--- config.mk ---
export PLATFORM = sky130hd
export DESIGN_NAME = ex_mem_stage_mc
export DESIGN_NICKNAME = d
export VERILOG_FILES = /design/src/rtl/ex_mem_stage_mc.sv
export SDC_FILE = /design/constraint.sdc
export NUM_CORES = 1
export LEC_CHECK = 0
export CAP_MARGIN = 20
export CORE_MARGIN = 3
export CORE_UTILIZATION = 52
export CTS_BUF_LIST = sky130_fd_sc_hd__clkbuf_8
export CTS_CLUSTER_DIAMETER = 50
export DETAILED_ROUTE_END_ITERATION = 7
export GPL_ROUTABILITY_DRIVEN = 0
export PLACE_DENSITY = 0.88
export RECOVER_POWER = 50
export SETUP_SLACK_MARGIN = 0.02
export SLEW_MARGIN = 0
export SYNTH_ARGS = -nofsm -noshare
export SYNTH_HDL_FRONTEND = slang
export SYNTH_SLANG_ARGS = --single-unit
--- constraint.sdc ---
create_clock -name clk -period 4.2 [get_ports clk]
set_input_delay 0.84 -clock clk [delete_from_list [all_inputs] [get_ports clk]]
set_output_delay 0.84 -clock clk [all_outputs]
set_load 0.02 [all_outputs]
--- src/rtl/ex_mem_stage_mc.sv ---
// EX/MEM pipeline register with a multi-cycle (MUL/DIV) holding FSM.
// Payload is parked while the unit computes; a bubble is issued meanwhile.
module ex_mem_stage_mc #(
  parameter int DATA_W  = 32,
  parameter int WB_W    = 2,
  parameter int MEM_W   = 2,
  parameter int REG_W   = 5,
  parameter int MUL_LAT = 32,
  parameter int DIV_LAT = 33
) (
  input  logic              clk,
  input  logic              rst,
  input  logic              en_reg,
  input  logic              flush,
  input  logic              mc_start,
  input  logic [1:0]        mc_op,
  input  logic [DATA_W-1:0] mc_result,
  input  logic              valid_in,
  input  logic [WB_W-1:0]   WB_in,
  input  logic [MEM_W-1:0]  MEM_in,
  input  logic [DATA_W-1:0] alu_in,
  input  logic [DATA_W-1:0] RD2_in,
  input  logic [REG_W-1:0]  WN_in,
  output logic              valid_out,
  output logic [WB_W-1:0]   WB_out,
  output logic [MEM_W-1:0]  MEM_out,
  output logic [DATA_W-1:0] alu_out,
  output logic [DATA_W-1:0] RD2_out,
  output logic [REG_W-1:0]  WN_out,
  output logic              busy,
  output logic              mc_done
);

  typedef enum logic [1:0] {
    IDLE,
    BUSY,
    FINISH
  } state_t;

  localparam logic [7:0] MUL_CNT = 8'(MUL_LAT - 1);
  localparam logic [7:0] DIV_CNT = 8'(DIV_LAT - 1);

  state_t             state;
  logic [7:0]         cnt;
  logic               h_valid;
  logic [WB_W-1:0]    h_wb;
  logic [MEM_W-1:0]   h_mem;
  logic [DATA_W-1:0]  h_rd2;
  logic [REG_W-1:0]   h_wn;
  logic               is_mc;

  assign is_mc = mc_start && (mc_op == 2'b01 || mc_op == 2'b10);
  assign busy  = (state != IDLE);

  always_ff @(posedge clk or negedge rst) begin
    if (!rst) begin
      state     <= IDLE;
      cnt       <= '0;
      h_valid   <= 1'b0;
      h_wb      <= '0;
      h_mem     <= '0;
      h_rd2     <= '0;
      h_wn      <= '0;
      valid_out <= 1'b0;
      WB_out    <= '0;
      MEM_out   <= '0;
      alu_out   <= '0;
      RD2_out   <= '0;
      WN_out    <= '0;
      mc_done   <= 1'b0;
    end else begin
      mc_done <= 1'b0;
      if (flush) begin
        state     <= IDLE;
        cnt       <= '0;
        h_valid   <= 1'b0;
        valid_out <= 1'b0;
        WB_out    <= '0;
        MEM_out   <= '0;
      end else begin
        unique case (state)
          IDLE: begin
            if (en_reg) begin
              if (is_mc) begin
                h_valid   <= valid_in;
                h_wb      <= WB_in;
                h_mem     <= MEM_in;
                h_rd2     <= RD2_in;
                h_wn      <= WN_in;
                cnt       <= (mc_op == 2'b01) ? MUL_CNT : DIV_CNT;
                valid_out <= 1'b0;
                WB_out    <= '0;
                MEM_out   <= '0;
                state     <= BUSY;
              end else begin
                valid_out <= valid_in;
                WB_out    <= WB_in;
                MEM_out   <= MEM_in;
                alu_out   <= alu_in;
                RD2_out   <= RD2_in;
                WN_out    <= WN_in;
              end
            end
          end
          BUSY: begin
            // Counter stops at zero; the next edge is the write-back edge.
            if (cnt == 8'd0) state <= FINISH;
            else             cnt   <= cnt - 8'd1;
          end
          FINISH: begin
            valid_out <= h_valid;
            WB_out    <= h_wb;
            MEM_out   <= h_mem;
            alu_out   <= mc_result;
            RD2_out   <= h_rd2;
            WN_out    <= h_wn;
            mc_done   <= 1'b1;
            state     <= IDLE;
          end
          default: state <= IDLE;
        endcase
      end
    end
  end

endmodule

# Word-level counts from Yosys, hierarchy flattened
# Index checks and enable logic that the tools add are counted.
# classes
addsub,1
n_mul,0
div,0
magnitude_cmp,0
n_eq_ne,10
n_shift,0
mux,38
bitwise,1
reduce_logical,17
# op_table
op,count
2-to-1 mux 32 bit,4
case mux 32 bit (2 select lines),2
2-to-1 mux 8 bit,4
2-to-1 mux 2 bit,10
case mux 8 bit (2 select lines),1
inequality test 3 bit (second input constant),4
case mux 2 bit (2 select lines),3
AND reduction 4 bit,3
2-to-1 mux 5 bit,2
case mux 5 bit (2 select lines),1
nonzero test 2 bit,5
2-to-1 mux 1 bit,9
zero test 8 bit,1
subtractor 8 x 1 -> 8 bit (second input constant),1
2-to-1 mux 6 bit,1
AND reduction 3 bit,2
nonzero test 3 bit,2
== test 2 x 1 -> 1 bit (second input constant),2
== test 2 bit (second input constant),2
inequality test 2 bit (second input constant),2
zero test 2 bit,1
case mux 1 bit (2 select lines),1
AND reduction 2 bit,1
logical AND 1 bit,1
2 further kinds,2
# totals
register_bits,127
latch_bits,0
mem_bits_rw,0
rom_bits,0
word_cells,81
mem_count,0

# Depth between registers and ports, before layout
# depth
ltp_word,7
mapped_depth,8
depth_no_buf,6

# Worst setup path after synthesis
# No wires, ideal clock.
# synth_path
kind,input -> register
start,input port mc_op[1]
end,register alu_out[10]
setup_ps,125
arrival_time_ps,2250
required_ps,4075
path_slack_ps,1825
stages,8
n_path_buf,2
cell_sequence,inv_1 -> ha_1 -> nand2b_1 -> a21oi_1 -> nor3_2 -> buf_2 -> buf_4 -> mux2_2
# synth_via
elab_chain_cells,5
word_cells_on_any_way,6
classes_between,eq/ne (3); reduce/logical (3)
# synth_rtl
item,line_no,source
from (decl),16,"input logic [1:0] mc_op,"
== test 2 x 1 -> 1 bit or == test 2 bit (tied branches),52,assign is_mc = mc_start && (mc_op == 2'b01 || mc_op == 2'b10);
logical OR 1 bit *,52,
logical AND 1 bit *,52,
inequality test 2 bit (no source line) *,n/a,
AND reduction 4 bit (no source line) *,n/a,
to (signal assigned),99,alu_out <= alu_in;
to (signal assigned),114,alu_out <= mc_result;
to (decl),27,"output logic [DATA_W-1:0] alu_out,"
# Mark *: on every way between the ends. The rest lies on a longest branch, timed or not.
# A chain may end at the register's enable or synchronous reset.

==> flow_metrics.py <==
metrics = {
    "outcome": {
        "outcome": "complete, but fails checks",
        "violations": "capacitance limit, slew limit",
    },
    "synth": {
        "synth_simple_gate_area_share": 0.0448,
        "yosysMostFrequentCell": "dfrtp_1",
        "synth_area_per_cell_sq_um": 14.2,
        "synth_cells": 420,
        "netlist_top_cells_area": "dfrtp_1 (53%), mux2_2 (20%), mux2_1 (14%), buf_4 (1.3%), buf_2 (0.92%)",
        "synth_cell_types": 42,
        "yosys.area.top_type": "dfrtp_1",
        "synth-compound-area-share": 0.0473,
        "synth_top_family_by_area": "multiplexers",
        "syn-num-nets": 536,
        "yosys.area_share.adder": 0.00628,
        "synth_seq_cells": 127,
        "yosys.area_share.xor_xnor": 0,
        "synth_top_area_share": 0.532,
        "synthFlopType": "dfrtp_1",
        "ys_warn_count": 0,
        "synth_common_cells": "dfrtp_1 (127), mux2_2 (107), mux2_1 (72)",
        "synth_area_sq_um": 5980,
        "ys_seq_area_frac": 0.532,
        "synth_edf_count": 0,
        "synth.area.mux_share": 0.337,
        "synthArstFlopShare": 1.00,
    },
    "pwr": {
        "combPwrFrac": 0.303,
        "power.leakage_nw": 3.43,
        "power_density_nw_per_um2": 481,
        "p_int_w": 0.00282,
        "switching_share": 0.299,
        "ir_drop_mv": 0.333,
        "pwr-share-clk": 0.273,
        "switching_power_w": 0.00120,
        "pwr-share-seq": 0.424,
    },
    "setup_path": {
        "cp-end-kind": "async pin",
        "crit_fanout": 75,
        "cp.arrival_ns": 3.29,
        "start_kind": "input pin",
        "critPathLaunch": "rst",
        "crit_slowest_cell": "clkbuf_2",
        "critPathRequiredTime_ns": 4.49,
        "path_class": "input pin to async pin",
        "cp.depth": 2,
        "critical-path-max-stage-delay_ns": 1.29,
        "r2r-end": "alu_out[21]",
        "worst_r2r_path_depth": 4,
        "rrSetupSlack_ns": 1.56,
        "path_cells": "clkbuf_2 > clkbuf_1",
        "cpLargestDelayFamily": "buffers and inverters",
        "path_buf_inv": 2,
        "crit_path_end": "alu_out[23]",
        "r2r_start": "state[1]",
    },
    "timing": {
        "setup_viol": 0,
        "fin_crit_ns": 2.99,
        "min_period_over_period": 0.713,
        "rsz0062_at_grt": "no",
        "worst_slew_pin_slew_ns": 1.83,
        "hold_viol_final": 0,
        "relSlewSlack": -0.218,
        "max_freq_ghz": 0.334,
        "fin_tns_setup_ns": 0,
        "fin_worst_skew_ns": 0.0139,
        "drv_slew": 76,
        "finalWorstSetupSlack_ns": 1.21,
    },
    "clocking": {
        "cts_tree": "done",
        "insertion_delay_ns": 0.43,
        "hold_buffers": 0,
        "clk_pin_slew_ns": 0.07,
        "cts_buffer_depth": 2,
        "clkSinkCount": 127,
        "cts-root-buf": "clkbuf_8",
        "cts_resized": 0,
        "cts-htree-levels": 4,
        "cts_made_buffers": 17,
        "post_cts_buffers": 0,
    },
    "routing": {
        "wirelength_microns": 13900,
        "dr.first_iter.drc_count": 154,
        "post_drt_via_cell_ratio": 5.45,
        "firstDrtPassIters": 4,
        "vias": 4144,
        "drc": 0,
        "ant_nets": 0,
        "wl_per_cell_microns": 18.3,
    },
    "die": {
        "core_area_sq_um": 11000,
        "io-pin-count": 189,
        "chipWidth_microns": 113,
        "start_util": 0.542,
        "die_h_microns": 113,
        "die_area_sq_um": 12800,
        "rows": 38,
    },
    "layout": {
        "syn_to_final_growth_pct": 39.8,
        "diodes": 0,
        "final_nets": 723,
        "layout-drive-gt1-share": 0.252,
        "fin_area_sq_um": 8350,
        "post-route-util": 0.757,
        "fillers": 721,
    },
    "placed_design": {
        "placed_cell_area_sq_um": 7940,
        "hpwl_microns": 9820,
        "dp_slack_ns": 0.902,
        "port_buffers": 188,
    },
    "global_routing": {
        "overflow": 0,
        "grt_max_degree": 76,
        "grt_pass1_vias": 4503,
        "antenna_found_initial": 0,
        "grt_pass1_wl_microns": 22900,
        "grt_usage": 0.225,
    },
    "min_path": {
        "hold_depth": 1,
        "holdCritPathClass": "flip-flop to flip-flop",
    },
    "job": {
        "drv_cap": 1,
    },
}
[cells in the final DEF, fill, tap and decap left out, types with 4 or more instances in the layout]
cell type | Yosys | layout
a211oi_1 | 5 | 5
a21oi_1 | 7 | 7
a22oi_1 | 6 | 6
buf_4 | 10 | 4
clkbuf_8 | 0 | 19
clkdlybuf4s50_1 | 0 | 150
dfrtp_1 | 127 | 127
dlygate4sd3_1 | 0 | 37
inv_1 | 6 | 6
mux2_1 | 72 | 72
mux2_2 | 107 | 107
nor2_1 | 13 | 13
o31ai_1 | 4 | 4
[per-layer routing]
layer | GRT usage | part of all wire | vias to the layer above | wire length (microns)
met2 | 0.376 | 0.50 | 161 | 6960
met4 | 0.0601 | 0.012 | 0 | 174
met5 | 0 | 0 | - | 0
met1 | 0.275 | 0.41 | 2060 | 5640
met3 | 0.0856 | 0.082 | 13 | 1150
li1 | - | - | 1910 | -
[metrics by stage]
step                      power, W  instances  hold WS, ns
final                      0.00402        760        0.487
after global routing       0.00423        760        0.501
after CTS                  0.00410        760        0.486
after detailed placement   0.00299        728        0.470
after global placement     0.00294        728        0.463
after floorplan            0.00235        420        0.452
[cell type report]
class	instances	area, sq um	share of cell area
multi-input combinational	261	2620	0.314
clock buffer	19	262	0.0313
inverter	6	22.5	0.00270
clock inverter	13	163	0.0195
timing repair buffer	194	1930	0.231
sequential	127	3180	0.380
tap	140	175	0.0210
[flip-flops by register name (all words and copies together) (netlist names)]
| signal | cells |
|---|---|
| WN_out | 5 |
| valid_out | 1 |
| h_mem | 2 |
| alu_out | 32 |
| WB_out | 2 |
| RD2_out | 32 |
| h_rd2 | 32 |
| h_wb | 2 |
| h_wn | 5 |
| MEM_out | 2 |
| h_valid | 1 |
| mc_done | 1 |
| state | 2 |
| cnt | 8 |
[cell families (layout without fill, tap and decap cells)]
group | Yosys count | in the layout
buf+inv | 32 | 232
compound gates | 34 | 34
simple gates | 45 | 45
fa+ha+maj | 3 | 3
mux | 179 | 179
flops | 127 | 127
[power by group through the flow]
stage | Sequential, W | Clock [W] | Combinational [W]
after floorplan | 0.00192 | 0 | 0.000424
after global placement | 0.00171 | 0 | 0.00123
after detailed placement | 0.00173 | 0 | 0.00126
after CTS | 0.00171 | 0.00112 | 0.00127
after global routing | 0.00175 | 0.00119 | 0.00130
final | 0.00170 | 0.00110 | 0.00122
[worst min path at each step]
stage                     startpoint   endpoint
after floorplan             h_rd2[0]   h_rd2[0]
after global placement       h_wn[0]    h_wn[0]
after detailed placement    h_rd2[7]   h_rd2[7]
after CTS                   h_rd2[4]   h_rd2[4]
after global routing       h_rd2[20]  h_rd2[20]
final                       h_rd2[4]   h_rd2[4]
(Power assumes the default switching activity.)
